$ cat src/rtl/fft_stage_sched.sv
// Butterfly issue scheduler for an in-place radix-2 DIF FFT: walks stages/butterflies,
// delays addresses through the twiddle-multiplier latency and checks its valid alignment.
module fft_stage_sched #(
   parameter int SIZE_DATA_FI = 6,
   parameter int MULT_LATENCY = 4
) (
   input  logic                    clk,
   input  logic                    rst_n,
   input  logic                    start,
   input  logic                    hold,
   input  logic                    mult_valid,
   output logic                    rd_en,
   output logic [SIZE_DATA_FI-1:0] rd_addr_a,
   output logic [SIZE_DATA_FI-1:0] rd_addr_b,
   output logic                    mult_en,
   output logic [15:0]             fi_deg,
   output logic                    wr_en,
   output logic [SIZE_DATA_FI-1:0] wr_addr_a,
   output logic [SIZE_DATA_FI-1:0] wr_addr_b,
   output logic [3:0]              stage,
   output logic                    busy,
   output logic                    done,
   output logic                    sync_err
);
   localparam int SW  = SIZE_DATA_FI;
   localparam int LAT = MULT_LATENCY;
   localparam int CW  = $clog2(LAT + 1) + 1;
   localparam logic [SW-1:0] A_ONE = 1;
   localparam logic [SW-2:0] B_ONE = 1;
   localparam logic [CW-1:0] C_ONE = 1;
   localparam logic [CW-1:0] C_END = CW'(LAT);
   localparam logic [3:0]    S_END = 4'(SW - 1);

   typedef enum logic [1:0] {IDLE, ISSUE, DRAIN, DONE} state_t;

   state_t          state, state_nx;
   logic [SW-2:0]   b, b_nx;
   logic [3:0]      stage_nx;
   logic [CW-1:0]   dcnt, dcnt_nx;
   logic            clr_err;

   logic [SW-1:0]   bx, span, mask, j, aa, fi;
   logic [LAT:0]    vld_pipe;
   logic [LAT:0][SW-1:0] pa_pipe, pb_pipe;
   logic [SW-1:0]   fi_r;

   // Butterfly b of stage s: insert a zero bit at position log2(span) to get the upper address.
   always_comb begin
      bx   = {1'b0, b};
      span = A_ONE << (S_END - stage);
      mask = span - A_ONE;
      j    = bx & mask;
      aa   = ((bx & ~mask) << 1) | j;
      fi   = j << stage;
   end

   always_comb begin
      state_nx = state;
      b_nx     = b;
      stage_nx = stage;
      dcnt_nx  = dcnt;
      rd_en    = 1'b0;
      clr_err  = 1'b0;
      case (state)
         IDLE: if (start) begin
            state_nx = ISSUE;
            b_nx     = '0;
            stage_nx = '0;
            clr_err  = 1'b1;
         end
         ISSUE: if (!hold) begin
            rd_en = 1'b1;
            b_nx  = b + B_ONE;
            if (&b) begin
               state_nx = DRAIN;
               dcnt_nx  = '0;
            end
         end
         // Drain lets the last write of the stage land before the next stage reads.
         DRAIN: begin
            if (dcnt == C_END) begin
               if (stage == S_END) state_nx = DONE;
               else begin
                  state_nx = ISSUE;
                  stage_nx = stage + 4'd1;
                  b_nx     = '0;
               end
            end else dcnt_nx = dcnt + C_ONE;
         end
         DONE: state_nx = IDLE;
         default: state_nx = IDLE;
      endcase
   end

   always_ff @(posedge clk or negedge rst_n) begin
      if (!rst_n) begin
         state    <= IDLE;
         b        <= '0;
         stage    <= '0;
         dcnt     <= '0;
         sync_err <= 1'b0;
      end else begin
         state <= state_nx;
         b     <= b_nx;
         stage <= stage_nx;
         dcnt  <= dcnt_nx;
         if (clr_err)                 sync_err <= 1'b0;
         else if (mult_valid != wr_en) sync_err <= 1'b1;
      end
   end

   // Stage 0 of the delay line is the buffer-read cycle; stage LAT is write-back.
   always_ff @(posedge clk or negedge rst_n) begin
      if (!rst_n) begin
         vld_pipe <= '0;
         pa_pipe  <= '0;
         pb_pipe  <= '0;
         fi_r     <= '0;
      end else begin
         vld_pipe[0] <= rd_en;
         pa_pipe[0]  <= aa;
         pb_pipe[0]  <= aa | span;
         fi_r        <= rd_en ? fi : '0;
         for (int k = 1; k <= LAT; k++) begin
            vld_pipe[k] <= vld_pipe[k-1];
            pa_pipe[k]  <= pa_pipe[k-1];
            pb_pipe[k]  <= pb_pipe[k-1];
         end
      end
   end

   assign rd_addr_a = rd_en ? aa : '0;
   assign rd_addr_b = rd_en ? (aa | span) : '0;
   assign mult_en   = vld_pipe[0];
   assign fi_deg    = mult_en ? 16'(fi_r) : 16'd0;
   assign wr_en     = vld_pipe[LAT];
   assign wr_addr_a = wr_en ? pa_pipe[LAT] : '0;
   assign wr_addr_b = wr_en ? pb_pipe[LAT] : '0;
   assign busy      = (state != IDLE);
   assign done      = (state == DONE);
endmodule

$ cat config.mk
export PLATFORM = sky130hd
export DESIGN_NAME = fft_stage_sched
export DESIGN_NICKNAME = d
export VERILOG_FILES = /design/src/rtl/fft_stage_sched.sv
export SDC_FILE = /design/constraint.sdc
export NUM_CORES = 1
export LEC_CHECK = 0
export BUFFER_PORTS_ARGS = -buffer_cell sky130_fd_sc_hd__buf_2
export CORE_MARGIN = 1
export CORE_UTILIZATION = 35
export CTS_CLUSTER_SIZE = 20
export DETAILED_ROUTE_END_ITERATION = 10
export GPL_ROUTABILITY_DRIVEN = 0
export MAX_ROUTING_LAYER = met4
export PLACE_DENSITY_LB_ADDON = 0.12
export REMOVE_ABC_BUFFERS = 1
export SLEW_MARGIN = 5
export SYNTH_ARGS = -nofsm -noshare
export SYNTH_HDL_FRONTEND = slang
export SYNTH_SLANG_ARGS = --single-unit
$ cat constraint.sdc
create_clock -name clk -period 7.8 [get_ports clk]
set_input_delay 0.39 -clock clk [delete_from_list [all_inputs] [get_ports clk]]
set_output_delay 0.39 -clock clk [all_outputs]
set_load 0.01 [all_outputs]
# Yosys cells after proc, flatten, opt, wreduce, memory -nomap -nowiden
# Index checks and enable logic that the tools add are counted.
# W data, S select, Z words.
[word_totals] register_bits=87 in_bits=5 output_inout_bits=50 word_cells=83
[classes] add_sub_neg=5 n_eq_ne=12 n_shift=2 mux=31 bitwise=5 n_reduce_logical=11
[ops] cell="$mux W6" n=6
[ops] cell="$mux W4" n=6
[ops] cell="$mux W5" n=4
[ops] cell="$pmux W4 S2" n=2
[ops] cell="$pmux W5 S3" n=1
[ops] cell="$ne A2 B2 Y1 const B" n=6
[ops] cell="$or A6 B6 Y6" n=2
[ops] cell="$reduce_and A4 Y1" n=3
[ops] cell="$mux W2" n=5
[ops] cell="$reduce_and A5 Y1" n=2
[ops] cell="$add A4 B1 Y4 const B" n=2
[ops] cell="$eq A4 B3 Y1 const B" n=2
[ops] cell="$pmux W2 S4" n=1
[ops] cell="$reduce_bool A2 Y1" n=4
[ops] cell="$and A5 B6 Y6" n=1
[ops] cell="$mux W1" n=6
[ops] cell="$shl A1 B4 Y6 const A" n=1
[ops] cell="$shl A6 B4 Y6" n=1
[ops] cell="$sub A6 B1 Y6 const B" n=1
[ops] cell="$add A5 B1 Y5 const B" n=1
[ops] cell="$and A5 B5 Y5" n=1
[ops] cell="$not A5 Y5" n=1
[ops] cell="$eq A2 B2 Y1 const B" n=2
[ops] cell="$sub A3 B4 Y4 const A" n=1
[ops] cell="other kinds (4)" n=4

# Longest topological paths before layout
# Gate-level depths: netlist (run 1).
[logic_depth] word_depth=8 ltp_mapped=11 ltp_nobuf=10

# Worst setup path before layout (run 1)
# No wires, ideal clock.
[synth_timing] kind="register to output" startpoint="reg stage[1]" endpoint="out rd_addr_a[4]" t_arrival_ns=2.725 required_time_ns=7.410 slack_ns=4.685 path_stages_with_launch=12 n_path_buf=2 path_cell_list="dfrtp_1 > clkbuf_8 > inv_1 > ha_1 > nor2_4 > nand2_1 > ha_1 > clkbuf_8 > or4_4 > a31oi_4 > a31o_2 > and2_1"
[synth_via] elab_chain_cells=7 elab_cells_between_ends=8
[synth_rtl] item="start, declared" line_no="20" rtl="output logic [3:0] stage,"
[synth_rtl] item="start signal, assigned" line_no="105" rtl="stage <= stage_nx;"
[synth_rtl] item="$sub A3 B4 Y4 (*)" line_no="50" rtl="span = A_ONE << (S_END - stage);"
[synth_rtl] item="$shl A1 B4 Y6 (*)" line_no="50"
[synth_rtl] item="$sub A6 B1 Y6 (*)" line_no="51" rtl="mask = span - A_ONE;"
[synth_rtl] item="$not A5 Y5" line_no="53" rtl="aa = ((bx & ~mask) << 1) | j;"
[synth_rtl] item="$and A5 B5 Y5" line_no="53"
[synth_rtl] item="$or A6 B6 Y6 (*)" line_no="53"
[synth_rtl] item="named net aa[4]" line_no="42" rtl="logic [SW-1:0] bx, span, mask, j, aa, fi;"
[synth_rtl] item="$mux W6 (*)" line_no="132" rtl="assign rd_addr_a = rd_en ? aa : '0;"
[synth_rtl] item="end, declared" line_no="13" rtl="output logic [SIZE_DATA_FI-1:0] rd_addr_a,"
# Mark *: on every way through the listed nets, which the timed path passes. The rest lies on a longest branch.

# Final worst setup path (run 1)
# Same ends and word-level chain as after synthesis.

==> out/qor.csv, run 1 <==
metric,value,unit
drt pass-1 iters,4,
Tmin final,3.87,ns
pre-CTS setup slack,4.35,ns
vias in the first global route,1893,
die area,10600,um2
number of max-cap violations,0,
"Max FO, Critical Path",13,
Post-Syn Area,3550,um2
WL final,6000,um
Finish-stage setup viols,0,
net count of the finished layout,355,
status,completed,
Sink Count,87,
Slew HR,52.9,%
detailed-route vias per instance,4.41,
ANT nets after route,0,
worst path cell trace,inv_1 > ha_1 > nor2_4 > nand2_1 > ha_1 > or4_4 > a31oi_4 > a31o_2 > and2_1 > buf_2,
Simple-Gate Fraction of Synth Area,15.5,%
post-route setup slack,3.93,ns
Pwr per Cell Area,397,nW/um2
PortBufs,44,
Peak VDD IR,0.161,mV
Die Span Y,103,um
Leak Pwr,1.99,nW
signal arrival time at the worst endpoint,3.48,ns
hold slack,0.336,ns
H-tree levels,3,
DRC errors left,0,
IO Pins,55,
max frequency,258,MHz
CTS tree,built,
CP Buf/Inv Count,2,
Avg Synthesized Cell Area,12.2,um2
Hold Fails Final Rpt,0,
Clock Pin Slew Worst Setup and Hold Paths,0.09,ns
post-synthesis mux area share,1.23,%
Netlist cell types,53,
Post-synth top cells,"dfrtp_1 (87), and2_1 (23), nor2_1 (17)",
crit path max-delay cell type,dfrtp_1,
"Top cell by count, worst path",ha_1,
global-route wire length before repair,9880,um
postcts setup bufs,0,
RSZ-0062 raised after global routing,no,
Synth area leaders,"dfrtp_1 (61%), ha_1 (4.2%), and2_1 (4.0%), buf_4 (2.3%), nand3_1 (1.8%)",
clk_skew,0.0171,ns
initial core utilization,36.2,%
pin count of the biggest net entering global routing,60,
post-detail-place hpwl,4180,um
GR Overflow Total,0,
Layout fillers,960,
total track usage,13.2,%
Area growth syn-to-layout,13.7,%
"Async S/R FF share, synth",100,%
Top delay family on crit path,simple AND/OR/NAND/NOR gates,
row count,36,
WP data required,7.41,ns
XOR/XNOR Fraction of Synth Area,2.99,%
Finished Layout Cells,476,
layout cell share with drive strength beyond 1,23.6,%
initial antenna violation count,0,
"Slew Viols, Final",0,
Post-Place Cells,459,
startpoint types,flip-flop,
#FFs+latches synth,87,
Sum Neg Setup Slack,0,ns
compound-gate portion of the synthesized area,8.03,%
Placed Area,3820,um2
clk buf depth,2,
"Seq/Total Area, Yosys",61.2,%
root buffer cell,clkbuf_8,
Die W,103,um
Worst-Margin Slew,0.706,ns
CTS buffer count,9,
predominant post-synthesis flop cell,dfrtp_1,
drt wl/cell,12.6,um
most common cell in the synthesized netlist,dfrtp_1,
core area,9820,um2
largest area contributor in the netlist,dfrtp_1,
Post-synth EDFFs,0,
Tcrit/Tclk final,49.7,%
Cells after Synth,291,
post-synth top area share,61.2,%
largest stage delay on the critical path,0.62,ns
via count,2099,
Antenna Cells,0,
Synth Area in Adders,4.22,%
Worst Hold Class,flip-flop to flip-flop,
initial DRC count,81,
largest family of logic cells by synthesized area,simple AND/OR/NAND/NOR gates,
kind of end point of the critical path,output port,
Ys Warns,0,
worst skew pair latency,0.36,ns
post-route cell area,4040,um2
crit path kind,flip-flop to output port,
## registers in the layout (all words and copies together), names as in the netlist
name	count
fi_r	6
vld_pipe	5
sync_err	1
pa_pipe	30
state	2
dcnt	4
b	5
stage	4
pb_pipe	30
## routing by layer
layer  vias up  share of wire [%]  GRT usage (%)
met2        62                 47           18.7
met1       993                 47           17.9
met5         -                  0              -
li1       1035                  -              -
met4         0                1.4           4.88
met3         9                5.0           3.86
## placed cells by master, fill, tap and decap left out, types with 2 or more instances in the layout
cell type,count
buf_4,2
ha_1,12
nand2_2,2
nand2_1,14
nand3_1,13
nor3_1,7
mux2i_1,3
clkinvlp_4,2
nor2b_1,2
o211ai_1,2
and3_1,4
nor2_1,17
clkbuf_8,9
inv_6,2
dfrtp_1,87
a211oi_1,2
o22ai_1,2
xor2_1,5
buf_2,43
or3_1,2
a21oi_1,12
o21ai_0,9
conb_1,10
inv_1,15
inv_2,3
a31oi_1,2
and2_1,23
nand2b_1,4
xnor2_1,4
## worst paths after layout
kind	startpoint	endpoint	slack, ns	depth (start not counted)
setup / recovery	stage[1]$_DFFE_PN0P_	rd_addr_a[4]	3.93	10
hold / removal	pb_pipe[7]$_DFF_PN0_	pb_pipe[13]$_DFF_PN0_	0.34	0
setup reg to reg	stage[1]$_DFFE_PN0P_	fi_r[5]$_DFF_PN0_	4.65	9
hold reg to reg	pb_pipe[7]$_DFF_PN0_	pb_pipe[13]$_DFF_PN0_	0.34	0
max in group asynchronous	rst_n	pa_pipe[4]$_DFF_PN0_	6.27	3
min in group asynchronous	rst_n	pb_pipe[5]$_DFF_PN0_	0.48	2
## metrics by stage
step / util (%) / power, mW
after detailed placement: 38.9 / 1.29
after global placement: 38.9 / 1.29
after CTS: 41.2 / 1.63
final: 41.2 / 1.60
after floorplan: - / 1.11
after global routing: 41.2 / 1.73
## power breakdown
group | internal, mW | switching, mW
Sequential | 0.633 | 0.0909
Clock | 0.155 | 0.171
Combinational | 0.227 | 0.327
## area by class of cell
cell class / count / area [um2] / area share (%)
sequential: 87 / 2180 / 53.9
clock inverter: 7 / 90.1 / 2.23
tap: 133 / 166 / 4.12
inverter: 19 / 71.3 / 1.76
clock buffer: 9 / 124 / 3.07
timing repair buffer: 46 / 240 / 5.94
multi-input combinational: 175 / 1170 / 29.0
## kinds of logic (layout without fill, tap and decap cells)
logic type	count (synthesis)	after routing
adders and majority gates	12	12
AOI/OAI and AO/OA	40	40
DFF	87	87
xor gates and xnor gates	10	10
and+or+nand+nor	99	99
buffers and inverters	38	81
muxes	4	4
other	1	10
## what timing repair did
| item | CTS | global route |
|---|---|---|
| endpoints found under the hold margin | 28 | 0 |
| resized for setup | 0 | 0 |
| hold buffers | 1 | 0 |
No activity file was read; power rests on OpenSTA's default activity.
==> run 2: changes to the inputs <==
==> constraint.sdc (replaced) <==
create_clock -name clk -period 4 [get_ports clk]
set_input_delay 0.2 -clock clk [delete_from_list [all_inputs] [get_ports clk]]
set_output_delay 0.2 -clock clk [all_outputs]
set_load 0.01 [all_outputs]
==> run 2 against run 1 <==
Net effect:
- wire length is 0.27% higher
- die area stayed put
- flip-flop and latch count stayed put
- clock skew is 0.0057 ns lower
- non-clock buffer count is 2 lower
- global-route usage stayed put
- critical path depth stayed put
- count of clock-buffer cells in the layout stayed put
- final cell count is 0.42% lower
- register-to-register slack worse by 3.7 ns
- critical endpoint unchanged
- largest cell class unchanged
- largest power group unchanged
- highest routed layer unchanged
==> out/qor.csv, run 2 (synthesis gave the netlist of run 1 again) <==
metric,value,unit
detailed-route vias per instance,4.44,
Clock Pin Slew Worst Setup and Hold Paths,0.10,ns
post-detail-place hpwl,4150,um
core area,9820,um2
Tmin final,3.64,ns
Sink Count,87,
RSZ-0062 raised after global routing,no,
vias in the first global route,2018,
Sum Neg Setup Slack,0,ns
"commonest non-fill, non-tap cell in the layout",dfrtp_1,
number of max-cap violations,0,
Antenna Cells,0,
Worst-Margin Slew,1.04,ns
Die W,103,um
GR Overflow Total,0,
Pwr Total,3.08,mW
status,completed,
"Slew Viols, Final",0,
drt wl/cell,12.7,um
CTS tree,built,
postcts setup bufs,0,
Hold Fails Final Rpt,0,
global-route wire length before repair,9980,um
startpoint types,flip-flop,
max frequency,275,MHz
initial core utilization,36.2,%
Area growth syn-to-layout,12.7,%
Tcrit/Tclk final,90.9,%
IO Pins,55,
WP data required,3.80,ns
post-CTS resize count,0,
drt pass-1 iters,4,
clk_skew,0.0115,ns
net count of the finished layout,353,
CTS buffer count,9,
initial antenna violation count,0,
Placed Area,3810,um2
Peak VDD IR,0.309,mV
initial DRC count,68,
WL final,6020,um
die area,10600,um2
Leak Pwr,1.97,nW
most frequent cells in the layout,"dfrtp_1 (87), buf_2 (43), and2_1 (23)",
Die Span Y,103,um
kind of end point of the critical path,output port,
PortBufs,44,
pin count of the biggest net entering global routing,88,
crit path kind,flip-flop to output port,
row count,36,
total track usage,13.2,%
cts hold-fix bufs,0,
"Max FO, Critical Path",13,
root buffer cell,clkbuf_8,
clk buf depth,2,
Pwr per Cell Area,769,nW/um2
post-route cell area,4010,um2
Finish-stage setup viols,0,
Layout fillers,996,
ANT nets after route,0,
Worst Hold Class,input pin to asynchronous set/reset pin,
final core utilization,40.8,%
Slew HR,30.4,%
layout cell share with drive strength beyond 1,23.5,%
DRC errors left,0,
hold slack,0.0122,ns
H-tree levels,3,
via count,2106,
Top Registers,"pa_pipe: 30 flops, pb_pipe: 30 flops, fi_r: 6 flops",
signal arrival time at the worst endpoint,3.44,ns
worst skew pair latency,0.36,ns
-- run 2: worst paths after layout --
path	startpoint	end	slack [ns]	cells after the start
max reg2reg	stage[1]$_DFFE_PN0P_	fi_r[5]$_DFF_PN0_	0.92	9
min in group clk	mult_valid	sync_err$_DFFE_PN0P_	0.16	4
max	stage[1]$_DFFE_PN0P_	rd_addr_a[4]	0.36	10
min reg2reg	pb_pipe[7]$_DFF_PN0_	pb_pipe[13]$_DFF_PN0_	0.34	0
max in group asynchronous	rst_n	pa_pipe[6]$_DFF_PN0_	3.31	1
min	rst_n	pb_pipe[29]$_DFF_PN0_	0.01	1
-- run 2: final cells by class --
type                       count  area, um2  share of cell area (%)
sequential                    87       2180                    54.3
inverter                      19       71.3                    1.78
timing repair buffer          44        223                    5.56
multi-input combinational    175       1170                    29.3
clock buffer                   9        124                    3.09
clock inverter                 7       72.6                    1.81
tap                          133        166                    4.15
-- run 2: per-layer routing --
metal / GRT usage [%] / up-vias / wire length, um
li1: - / 1036 / -
met1: 16.6 / 1002 / 2850
met2: 19.9 / 59 / 2850
met3: 4.34 / 9 / 234
met4: 4.66 / 0 / 85
met5: - / - / 0
-- run 2: stage by stage --
step	std cells	setup slack [ns]
3_3_place_gp	458	0.836
5_1_grt	474	0.126
3_5_place_dp	458	0.751
2_1_floorplan	281	1.09
6_report	474	0.365
4_1_cts	474	0.333
-- run 2: where the power goes --
part | leakage [nW] | switching, mW | internal [mW]
sequential | 1.06 | 0.176 | 1.24
combinational | 0.818 | 0.636 | 0.441
clock | 0.0970 | 0.348 | 0.245
total | 1.97 | 1.16 | 1.92
-- run 2: worst max-delay path, cell delays in order (launching register included) --
cell and delay [ns]:
dfrtp_1 0.60, inv_1 0.23, ha_1 0.43, nor2_4 0.22, nand2_1 0.13, ha_1 0.33
or4_4 0.54, a31oi_4 0.19, a31o_2 0.16, and2_1 0.12, buf_2 0.12
==> run 3: changes to the inputs <==
--- a/config.mk
+++ b/config.mk
@@ -6,6 +6,8 @@
 export NUM_CORES = 1
 export LEC_CHECK = 0
 export BUFFER_PORTS_ARGS = -buffer_cell sky130_fd_sc_hd__buf_2
+export CELL_PAD_IN_SITES_DETAIL_PLACEMENT = 2
+export CELL_PAD_IN_SITES_GLOBAL_PLACEMENT = 2
 export CORE_MARGIN = 1
 export CORE_UTILIZATION = 35
 export CTS_CLUSTER_SIZE = 20
==> run 3 against run 2 <==
Net effect:
- via count increased by 5.6%
- count of clock-buffer cells in the layout unchanged
- flip-flop and latch count unchanged
- critical path type unchanged
- largest power group unchanged
==> out/qor.csv, run 3 (synthesis gave the netlist of run 1 again) <==
metric,value,unit
status,completed,
H-tree levels,3,
Leak Pwr,1.98,nW
WL final,7190,um
Sum Neg Setup Slack,0,ns
vias in the first global route,2252,
Pwr per Cell Area,778,nW/um2
drt pass-1 iters,4,
Slew HR,50.7,%
Area growth syn-to-layout,12.9,%
PortBufs,44,
IO Pins,55,
CTS buffer count,9,
via count,2223,
DRC errors left,0,
drt wl/cell,15.1,um
initial antenna violation count,0,
Worst Hold Class,input pin to flip-flop,
max frequency,264,MHz
Top Registers,"pa_pipe: 30 flops, pb_pipe: 30 flops, fi_r: 6 flops",
postcts setup bufs,0,
signal arrival time at the worst endpoint,3.58,ns
number of max-cap violations,0,
startpoint types,flip-flop,
RSZ-0062 raised after global routing,no,
total track usage,15.7,%
crit path kind,flip-flop to output port,
Clock Pin Slew Worst Setup and Hold Paths,0.09,ns
die area,10600,um2
Die W,103,um
clk_skew,0.00905,ns
ANT nets after route,0,
"Max FO, Critical Path",13,
pin count of the biggest net entering global routing,63,
Tcrit/Tclk final,94.5,%
Die Span Y,103,um
hold slack,0.169,ns
global-route wire length before repair,11900,um
CTS tree,built,
"Slew Viols, Final",0,
Peak VDD IR,0.311,mV
Worst-Margin Slew,0.739,ns
"commonest non-fill, non-tap cell in the layout",dfrtp_1,
core area,9820,um2
Tmin final,3.78,ns
pre-CTS setup slack,0.628,ns
post-detail-place hpwl,5190,um
detailed-route vias per instance,4.67,
net count of the finished layout,356,
GR Overflow Total,0,
initial core utilization,36.2,%
worst skew pair latency,0.36,ns
Hold Fails Final Rpt,0,
clk buf depth,2,
row count,36,
root buffer cell,clkbuf_8,
post-route setup slack,0.219,ns
Antenna Cells,0,
initial DRC count,63,
Layout fillers,1070,
WP data required,3.80,ns
Sink Count,87,
layout cell share with drive strength beyond 1,23.6,%
most frequent cells in the layout,"dfrtp_1 (87), buf_2 (43), and2_1 (23)",
kind of end point of the critical path,output port,
Finish-stage setup viols,0,
[run 3: report_power, final]
group,switching (mW),internal (mW),total (mW)
logic,0.685,0.451,1.14
registers,0.184,1.24,1.42
clock network,0.331,0.234,0.565
[run 3: repair_timing]
| action | CTS | global route |
|---|---|---|
| hold buffers | 1 | 0 |
| gates resized for setup | 0 | 0 |
| hold endpoints to repair | 25 | 0 |
[run 3: stage by stage]
stage | instance area [um2] | std cells | power [mW] | utilization [%]
after floorplan | 3420 | 281 | 2.17 | -
after global placement | 3820 | 460 | 2.53 | 39.0
after detailed placement | 3820 | 460 | 2.60 | 39.0
after CTS | 4010 | 476 | 3.18 | 40.9
after global routing | 4010 | 476 | 3.38 | 40.9
final | 4010 | 476 | 3.12 | 40.9
[run 3: final timing paths]
check / start / end / slack [ns] / depth (start not counted)
hold / removal: mult_valid / sync_err$_DFFE_PN0P_ / 0.17 / 4
max in group asynchronous: rst_n / vld_pipe[0]$_DFF_PN0_ / 2.65 / 3
setup reg to reg: stage[1]$_DFFE_PN0P_ / fi_r[4]$_DFF_PN0_ / 0.82 / 9
min in group asynchronous: rst_n / pa_pipe[23]$_DFF_PN0_ / 0.28 / 2
setup / recovery: stage[1]$_DFFE_PN0P_ / rd_addr_a[4] / 0.22 / 10
hold reg to reg: pa_pipe[5]$_DFF_PN0_ / pa_pipe[11]$_DFF_PN0_ / 0.35 / 0
[run 3: final cells by class]
class,instances,area [um2],area share (%)
clock buffers,9,124,3.09
clock inverters,6,53.8,1.34
inverters,19,71.3,1.78
multi-input cells,175,1170,29.2
flip-flops and latches,87,2180,54.3
well taps,133,166,4.15
repair buffers,47,248,6.17
[run 3: per-layer routing]
layer | vias up | GRT usage, % | wire length (um)
li1 | 1040 | - | -
met1 | 1122 | 19.8 | 3350
met2 | 48 | 24.6 | 3410
met3 | 13 | 3.93 | 316
met4 | 0 | 5.53 | 108
met5 | - | - | 0
[run 3: worst max-delay path, stage by stage (launching register included)]
cell,delay [ns]
dfrtp_1,0.62
inv_1,0.24
ha_1,0.45
nor2_4,0.24
nand2_1,0.13
ha_1,0.34
or4_4,0.54
a31oi_4,0.19
a31o_2,0.18
and2_1,0.15
buf_2,0.14
